--- config.mk ---
export PLATFORM = sky130hd
export DESIGN_NAME = fir_inverse_dec
export DESIGN_NICKNAME = d
export VERILOG_FILES = /design/src/rtl/fir_inv_pkg.sv /design/src/rtl/fir_inv_mac.sv /design/src/rtl/fir_inverse_dec.sv
export SDC_FILE = /design/constraint.sdc
export NUM_CORES = 1
export LEC_CHECK = 0
export ABC_AREA = 0
export CORE_ASPECT_RATIO = 1.4
export CORE_MARGIN = 8
export CORE_UTILIZATION = 56
export DETAILED_ROUTE_END_ITERATION = 10
export PLACE_DENSITY = 0.77
export SYNTH_ARGS = -nofsm -noshare
export SYNTH_HDL_FRONTEND = slang
export SYNTH_SLANG_ARGS = --single-unit
--- constraint.sdc ---
create_clock -name clk -period 8.1 [get_ports clk]
set_clock_uncertainty 0.2 [all_clocks]
set_input_delay 1.62 -clock clk [delete_from_list [all_inputs] [get_ports clk]]
set_output_delay 1.62 -clock clk [all_outputs]
set_load 0.01 [all_outputs]
--- src/rtl/fir_inv_pkg.sv ---
// Shared types, default parameters and coefficient helper for fir_inverse_dec.
// The optional saturating MAC is enabled by defining FIR_INV_SAT_EN.
package fir_inv_pkg;

  localparam int DW_DEF       = 32;
  localparam int CW_DEF       = 16;
  localparam int N_TAPS_DEF   = 10;
  localparam int H0_SHIFT_DEF = 7;

  // {h9..h1}, h1 in the LSBs: h1 = -64, all others zero
  localparam logic [(N_TAPS_DEF-1)*CW_DEF-1:0] COEFFS_DEF = {128'd0, 16'hFFC0};

  typedef enum logic [1:0] {
    IDLE = 2'd0,
    MAC  = 2'd1,
    OUT  = 2'd2,
    HOLD = 2'd3
  } state_e;

  function automatic logic signed [CW_DEF-1:0] coeff_at(
    input logic [(N_TAPS_DEF-1)*CW_DEF-1:0] coeffs,
    input int                               k
  );
    return coeffs[(k-1)*CW_DEF +: CW_DEF];
  endfunction

endpackage

--- src/rtl/fir_inv_mac.sv ---
// Combinational multiply-subtract step: acc - trunc_DW(h * x).
// With FIR_INV_SAT_EN defined the subtraction saturates and reports a clip.
module fir_inv_mac #(
  parameter int DW = 32,
  parameter int CW = 16
) (
  input  logic signed [DW-1:0] acc_i,
  input  logic signed [CW-1:0] coeff_i,
  input  logic signed [DW-1:0] hist_i,
  output logic signed [DW-1:0] acc_o
`ifdef FIR_INV_SAT_EN
  ,
  output logic                 clip_o
`endif
);

  // Low DW bits of the product do not depend on how far it is extended.
  logic signed [DW-1:0] prod_t;
  assign prod_t = DW'(coeff_i) * hist_i;

`ifdef FIR_INV_SAT_EN
  logic [DW:0] diff;
  assign diff = {acc_i[DW-1], acc_i} - {prod_t[DW-1], prod_t};

  always_comb begin
    clip_o = diff[DW] ^ diff[DW-1];
    if (!clip_o)       acc_o = diff[DW-1:0];
    else if (diff[DW]) acc_o = {1'b1, {(DW-1){1'b0}}};
    else               acc_o = {1'b0, {(DW-1){1'b1}}};
  end
`else
  assign acc_o = acc_i - prod_t;
`endif

endmodule

--- src/rtl/fir_inverse_dec.sv ---
// All-pole inverse of a 10-tap FIR: one time-multiplexed MAC, one sample per pass.
// Optional saturating arithmetic and sticky sat_flag under FIR_INV_SAT_EN.
module fir_inverse_dec
  import fir_inv_pkg::*;
#(
  parameter int                        DW       = DW_DEF,
  parameter int                        CW       = CW_DEF,
  parameter int                        N_TAPS   = N_TAPS_DEF,
  parameter int                        H0_SHIFT = H0_SHIFT_DEF,
  parameter logic [(N_TAPS-1)*CW-1:0]  COEFFS   = COEFFS_DEF
) (
  input  logic          clk,
  input  logic          rst,
  input  logic          in_valid,
  output logic          in_ready,
  input  logic [DW-1:0] in_data,
  output logic          out_valid,
  input  logic          out_ready,
  output logic [DW-1:0] out_data,
`ifdef FIR_INV_SAT_EN
  output logic          sat_flag,
`endif
  output logic [1:0]    dbg_state
);

  localparam int KW = $clog2(N_TAPS + 1);
  localparam logic [1:0] S_IDLE = IDLE;
  localparam logic [1:0] S_MAC  = MAC;
  localparam logic [1:0] S_OUT  = OUT;
  localparam logic [1:0] S_HOLD = HOLD;

  logic [1:0]           state_q, state_d;
  logic signed [DW-1:0] acc_q, acc_d;
  logic [KW-1:0]        k_q, k_d;
  logic                 out_valid_q, out_valid_d;
  logic [DW-1:0]        out_data_q, out_data_d;
  logic signed [DW-1:0] hist_q [1:N_TAPS-1];
  logic signed [DW-1:0] hist_d [1:N_TAPS-1];
  logic signed [CW-1:0] h_arr  [1:N_TAPS-1];
  logic signed [CW-1:0] coeff_sel;
  logic signed [DW-1:0] hist_sel;
  logic signed [DW-1:0] mac_acc;
  logic signed [DW-1:0] x_new;

  for (genvar g = 1; g < N_TAPS; g++) begin : g_coeff
    assign h_arr[g] = COEFFS[(g-1)*CW +: CW];
  end

  always_comb begin
    coeff_sel = '0;
    hist_sel  = '0;
    for (int i = 1; i < N_TAPS; i++) begin
      if (k_q == KW'(i)) begin
        coeff_sel = h_arr[i];
        hist_sel  = hist_q[i];
      end
    end
  end

`ifdef FIR_INV_SAT_EN
  logic mac_clip;
  logic sat_q, sat_d;

  fir_inv_mac #(.DW(DW), .CW(CW)) u_mac (
    .acc_i   (acc_q),
    .coeff_i (coeff_sel),
    .hist_i  (hist_sel),
    .acc_o   (mac_acc),
    .clip_o  (mac_clip)
  );
`else
  fir_inv_mac #(.DW(DW), .CW(CW)) u_mac (
    .acc_i   (acc_q),
    .coeff_i (coeff_sel),
    .hist_i  (hist_sel),
    .acc_o   (mac_acc)
  );
`endif

  assign x_new = acc_q >>> H0_SHIFT;

  always_comb begin
    state_d     = state_q;
    acc_d       = acc_q;
    k_d         = k_q;
    out_valid_d = out_valid_q;
    out_data_d  = out_data_q;
    hist_d      = hist_q;
`ifdef FIR_INV_SAT_EN
    sat_d       = sat_q;
`endif
    case (state_q)
      S_IDLE: begin
        if (in_valid) begin
          acc_d   = in_data;
          k_d     = KW'(1);
          state_d = S_MAC;
        end
      end
      S_MAC: begin
        acc_d = mac_acc;
        k_d   = k_q + KW'(1);
`ifdef FIR_INV_SAT_EN
        sat_d = sat_q | mac_clip;
`endif
        if (k_q == KW'(N_TAPS-1)) state_d = S_OUT;
      end
      S_OUT: begin
        out_data_d  = x_new;
        out_valid_d = 1'b1;
        hist_d[1]   = x_new;
        for (int i = 2; i < N_TAPS; i++) hist_d[i] = hist_q[i-1];
        k_d         = '0;
        state_d     = S_HOLD;
      end
      default: begin
        if (out_ready) begin
          out_valid_d = 1'b0;
          state_d     = S_IDLE;
        end
      end
    endcase
  end

  always_ff @(posedge clk) begin
    if (rst) begin
      state_q     <= S_IDLE;
      acc_q       <= '0;
      k_q         <= '0;
      out_valid_q <= 1'b0;
      out_data_q  <= '0;
      for (int i = 1; i < N_TAPS; i++) hist_q[i] <= '0;
`ifdef FIR_INV_SAT_EN
      sat_q       <= 1'b0;
`endif
    end else begin
      state_q     <= state_d;
      acc_q       <= acc_d;
      k_q         <= k_d;
      out_valid_q <= out_valid_d;
      out_data_q  <= out_data_d;
      for (int i = 1; i < N_TAPS; i++) hist_q[i] <= hist_d[i];
`ifdef FIR_INV_SAT_EN
      sat_q       <= sat_d;
`endif
    end
  end

  // Handshake: a transfer happens on a rising edge where valid && ready;
  // in_ready depends only on registered state, never on out_ready.
  assign in_ready  = (state_q == S_IDLE);
  assign out_valid = out_valid_q;
  assign out_data  = out_data_q;
  assign dbg_state = state_q;
`ifdef FIR_INV_SAT_EN
  assign sat_flag  = sat_q;
`endif

endmodule

Word-level counts from Yosys, hierarchy flattened:

Index checks and enable logic that the tools add are counted.

* add/subtract/negate cells: 2
* $mul: 1
* bitwise logic cells: 1
* reduce and logical (&&, ||, !) cells: 10
* equality and inequality tests: 13
* muxes and demuxes: 28

Operators by type and width (count)
* $mux W32: 10
* $mux W16: 9
* $pmux W32 S2: 1
* $mul A16 B32 Y32: 1
* $sub A32 B32 Y32: 1
* $eq A4 B3 Y1 const B: 4
* $pmux W4 S3: 1
* $eq A4 B2 Y1 const B: 2
* $eq A4 B4 Y1 const B: 2
* $mux W2: 3
* $pmux W2 S3: 1
* $reduce_and A2 Y1: 3
* $add A4 B1 Y4 const B: 1
* $eq A4 B1 Y1 const B: 1
* $mux W4: 1
* $ne A2 B2 Y1 const B: 2
* $reduce_bool A2 Y1: 2
* $reduce_bool A4 Y1: 1
* $reduce_and A3 Y1: 1
* $reduce_bool A3 Y1: 1
* $eq A2 B1 Y1 const B: 1
* $eq A2 B2 Y1 const B: 1
* $logic_not A2 Y1: 1
* $pmux W1 S2: 1
* other kinds (3): 3

* logic and storage cells: 68
* input bits: 36
* flip-flop bits (word level): 264
* output and inout bits: 36

Logic depth before layout (Yosys ltp):

* word-level depth: 13
* gate-level depth with buffers: 34
* depth with buffers taken out: 32

By module:

Synthesis repeated with hierarchy kept, for this count alone.

* cells, all modules: 2756
* area, all modules: 24643.6 um^2

By module, submodules not included
* fir_inv_mac: instances 1, cells an instance 1436, area each 12773.5 um^2, sequential area each 0.0 um^2
* fir_inverse_dec: instances 1, cells an instance 1320, area each 11870.1 um^2, sequential area each 5285.1 um^2

Worst setup path before layout:

No wires, ideal clock.

* path type: register to register
* start point: register k_q[0]
* end point: register acc_q[29]
* arrival time: 7.477 ns
* stages on the path, launching flop included: 34
* buffers on the path: 2
* data required time: 7.809 ns
* period minus slack after synthesis: 7.768 ns
* setup time: 0.091 ns
* slack: 0.332 ns
* cells stage by stage: dfxtp_1 inv_1 ha_1 clkbuf_1 or4b_1 buf_4 nor2_8 nand2_1 inv_1 a211oi_1 o311ai_0 o21ai_0 o21ai_1 mux2_2 a211oi_1 ha_1 or3_1 inv_1 fa_1 inv_1 fa_1 fa_1 fa_1 fa_1 ha_1 nand2_1 o21ai_0 o41ai_1 nor3b_1 o21ai_1 a21bo_2 a2111oi_0 a31oi_1 a311oi_1

* longest elaborated chain between the ends: 13

RTL lines
* start, declared: RTL line fir_inverse_dec.sv:34 `logic [KW-1:0] k_q, k_d;`
* start signal, assigned: RTL line fir_inverse_dec.sv:139 `k_q <= k_d;`
* $eq A4 B1 Y1: RTL line fir_inverse_dec.sv:53 `if (k_q == KW'(i)) begin`
* $mux W32 or $mux W16 (tied branches) (9 in series): RTL line fir_inverse_dec.sv:53
* $mul A16 B32 Y32 *: RTL line fir_inv_mac.sv:19 `assign prod_t = DW'(coeff_i) * hist_i;`
* $sub A32 B32 Y32 *: RTL line fir_inv_mac.sv:32 `assign acc_o = acc_i - prod_t;`
* $pmux W32 S2 *: RTL line fir_inverse_dec.sv:92 `case (state_q)`
* end signal, assigned: RTL line fir_inverse_dec.sv:128 `acc_q <= '0;`
* end signal, assigned: RTL line fir_inverse_dec.sv:138 `acc_q <= acc_d;`
* end, declared: RTL line fir_inverse_dec.sv:33 `logic signed [DW-1:0] acc_q, acc_d;`

Every way passes the cells marked *; elsewhere a longest branch is shown, timed or not.
A chain may end at the register's enable or synchronous reset.

Worst setup path after layout:

Same ends and word-level chain as after synthesis.

==> summary.md <==
| Metric | Value |
|---|---|
| Outcome | complete, no violations |
| DR pass1 iterations | 5 |
| First-pass GRT wire length | 68.9 mm |
| Synth top area share | 25.1% |
| Register bit total from synthesis | 210 |
| Residual DRC | 0 |
| Fillers | 2396 |
| Port Buffers | 70 |
| Largest net degree at the start of global routing | 136 |
| Clk pwr share | 14.4% |
| Max VDD drop | 0.524 mV |
| Fin crit period | 7.84 ns |
| Synthesis-to-layout area growth | 11.6% |
| Critical path buffers and inverters | 4 |
| Chip height | 221 um |
| Share of total power in sequential cells | 15.7% |
| Worst hold path type | register to register |
| Crit path launch type | register |
| Initial DRC count | 695 |
| Cell family with most CP delay | adder cells |
| Gr usage total | 23.7% |
| Critical path class | register to register |
| CTS root buffer | clkbuf_16 |
| F_max | 128 MHz |
| CTS Buf Count | 22 |
| CTS tree | done |
| Final period util | 96.8% |
| Syn nets | 2217 |
| Hold Path Origin | acc_q[2] |
| Layout cells sized above 1 | 7.46% |
| Synth warnings | 0 |
| Total number of vias | 13.0k |
| Initial antenna violation count | 0 |
| Grt ovf | 0 |
| Average size of a mapped cell | 8.94 um^2 |
| Post-synth EDFFs | 0 |
| PD cells | 416 nW/um^2 |
| Post-synthesis async set-or-reset flop share | 0% |
| Final wirelength | 41.7 mm |
| RSZ-0062 raised after global routing | true |
| Setup-failing EPs final | 0 |
| Die X-Extent | 162 um |
| RR Endpoint | acc_q[29] |
| Initial core utilization | 56.4% |
| Routed WL per cell | 18.2 um |
| Detail Route Antenna Nets | 0 |
| Multi-input gate area | 11200 um^2 |
| Cell area after synthesis | 16800 um^2 |
| Clk_lat worst skew | 0.53 ns |
| Sw Ratio | 46.1% |
| NetSw | 3.59 mW |
| CTS clock-pin slew for the worst setup and hold paths | 0.06 ns |
| Core area | 29700 um^2 |
| Antenna diode count | 0 |
| Seq/Total Area, Yosys | 25.1% |
| Largest stage delay on the critical path | 0.60 ns |
| Dpl cells | 2243 |
| Final Hold Vio Count | 0 |
| Placed cell areas | 17700 um^2 |
| Via/cell ratio | 5.69 |
| Slew Limit Fails | 0 |
| # IOs | 72 |
| Synth Instances | 1877 |
| Number of placement rows | 75 |
| Hold EP | acc_q[2] |
| Slowest CP cell | fa_1 |
| Vias in the first global route | 13.5k |
| Critical Path End Type | register |
| Distinct cells, synth | 68 |
| Clk buf depth | 3 |
| Fin cells | 2288 |
| CTS H-tree lvls | 1 |
| Cell taking the most area after synthesis | dfxtp_1 |
| Worst Hold Depth | 2 |
| MaxCap Viol Count | 0 |
| Sink Count | 210 |
| Slew headroom | 29.3% |
| Setup slack, reg-to-reg | 0.26 ns |
| Logic pwr share | 69.8% |
| CP max FO | 5 |
| Worst-margin pin slew | 1.06 ns |
| Arrival @ worst endpoint | 8.07 ns |
| Layout Nets | 2227 |
| Dominant cells by area after synthesis | dfxtp_1, fa_1, ha_1 |
| R2R Path Start | k_q[0] |
| Die ar. | 35800 um^2 |
| Worst Reg-to-Reg Cells | 31 |
| Worst path most repeated cell | fa_1 |
| Final Wtd Congestion | 0.924 |
| Cell-internal power | 4.20 mW |
| Register Area | 4210 um^2 |
| CP required | 8.33 ns |
| DP HPWL | 31.4 mm |
| Main flop type after synthesis | dfxtp_1 |
| Static Leak | 7.89 nW |
| Fin area | 18700 um^2 |
## how the worst max path moves through the flow
stage | startpoint | endpoint | slack [ns] | cells after the start
floorplan | k_q[0] | acc_q[29] | 0.33 | 33
global placement | k_q[0] | acc_q[29] | 0.02 | 31
detailed placement | k_q[0] | acc_q[29] | -0.17 | 31
CTS | k_q[0] | acc_q[29] | 0.04 | 31
global route | k_q[0] | acc_q[29] | -0.09 | 31
finish | k_q[0] | acc_q[29] | 0.26 | 31
## metal layers
metal	part of all wire, %	vias up	wire [um]	GRT usage, %
met2	52	338	21500	42.3
met1	40	6386	16800	28.1
li1	-	6190	-	-
met5	0	-	0	0
met3	4.1	108	1710	2.66
met4	3.9	0	1620	11.0
## flip-flops by register name, summed over array words and instances (netlist names)
signal / count
out_valid: 1
hist_q: 172
acc_q: 31
k_q: 4
dbg_state: 2
## logic make-up (layout without fill, tap and decap cells)
family / after synthesis / count (layout) / share of synthesized area, %
DFF: 210 / 210 / 25.1
adders and majority gates: 304 / 304 / 29.2
AOI/OAI and AO/OA: 281 / 281 / 11.0
and+or+nand+nor: 468 / 468 / 12.1
buffers and inverters: 388 / 414 / 9.52
muxes: 186 / 186 / 11.1
xor gates and xnor gates: 40 / 40 / 2.09
## what timing repair did
item	CTS	global route
cloned	0	0
endpoints found under the setup margin	4	11
endpoints found under the hold margin	0	0
gates resized for setup	5	51
pin swaps	0	20
hold buffers	0	0
buffers inserted	0	5
## placed cells by master (no fill, tap or decap), types with 18 or more instances in the layout
master / netlist / final
xnor2_1: 34 / 34
mux2i_1: 184 / 184
o21ai_0: 57 / 52
nor2_1: 262 / 262
a21oi_1: 65 / 62
a211oi_1: 35 / 33
a21o_1: 18 / 18
clkdlybuf4s50_1: 0 / 69
nand2_1: 110 / 107
dfxtp_1: 210 / 208
fa_1: 145 / 145
clkbuf_16: 0 / 23
buf_4: 33 / 49
ha_1: 159 / 149
inv_1: 251 / 246
## power by group through the flow
stage	clock network [mW]	registers, mW	logic [mW]
CTS	1.14	1.22	5.09
detailed placement	0	1.25	4.99
global placement	0	1.24	4.91
finish	1.12	1.22	5.44
floorplan	0	1.20	3.86
global route	1.18	1.24	6.03
## stage by stage
step | util (%) | hold WS [ns] | worst slack [ns] | setup TNS (ns) | total power, mW
floorplan | - | 0.246 | 0.332 | 0 | 5.06
global placement | 59.5 | 0.267 | 0.0170 | 0 | 6.15
detailed placement | 59.5 | 0.280 | -0.166 | -0.166 | 6.24
CTS | 62.2 | 0.291 | 0.0400 | 0 | 7.45
global route | 63.0 | 0.318 | -0.0871 | -0.135 | 8.44
finish | 63.0 | 0.293 | 0.262 | 0 | 7.79
## tightest hold or removal path, stage by stage, from the launching register on
cell and delay, ns:
dfxtp_1 0.30, inv_1 0.08, a211oi_1 0.07
## layout make-up
| type | instances | area share, % |
|---|---|---|
| clock inverter | 12 | 0.909 |
| timing repair buffer | 122 | 5.99 |
| tap | 385 | 2.57 |
| multi-input combinational | 1279 | 59.7 |
| sequential | 210 | 22.5 |
| clock buffer | 28 | 3.33 |
| inverter | 252 | 5.05 |
## synthesized netlist by cell type (all sizes together) (2+ instances only)
cell type	n
o31ai	3
mux2i	184
o22ai	5
a221oi	16
or3	7
a211oi	35
o211ai	11
o311ai	15
a31oi	16
a21o	18
a311oi	4
xor2	6
o221ai	3
a21boi	2
nand2b	11
a221o	2
nor2b	11
mux2	2
dfxtp	210
and2	7
fa	145
clkbuf	68
o21ai	64
nand4	4
a21oi	66
o21a	5
or2	3
nor3	15
and3	5
nand3b	7
xnor2	34
inv	251
a32oi	2
ha	159
nor2	265
nor3b	4
buf	68
nand2	110
a22oi	4
nand3	12
Note: power is estimated with default switching activity, not from simulation.
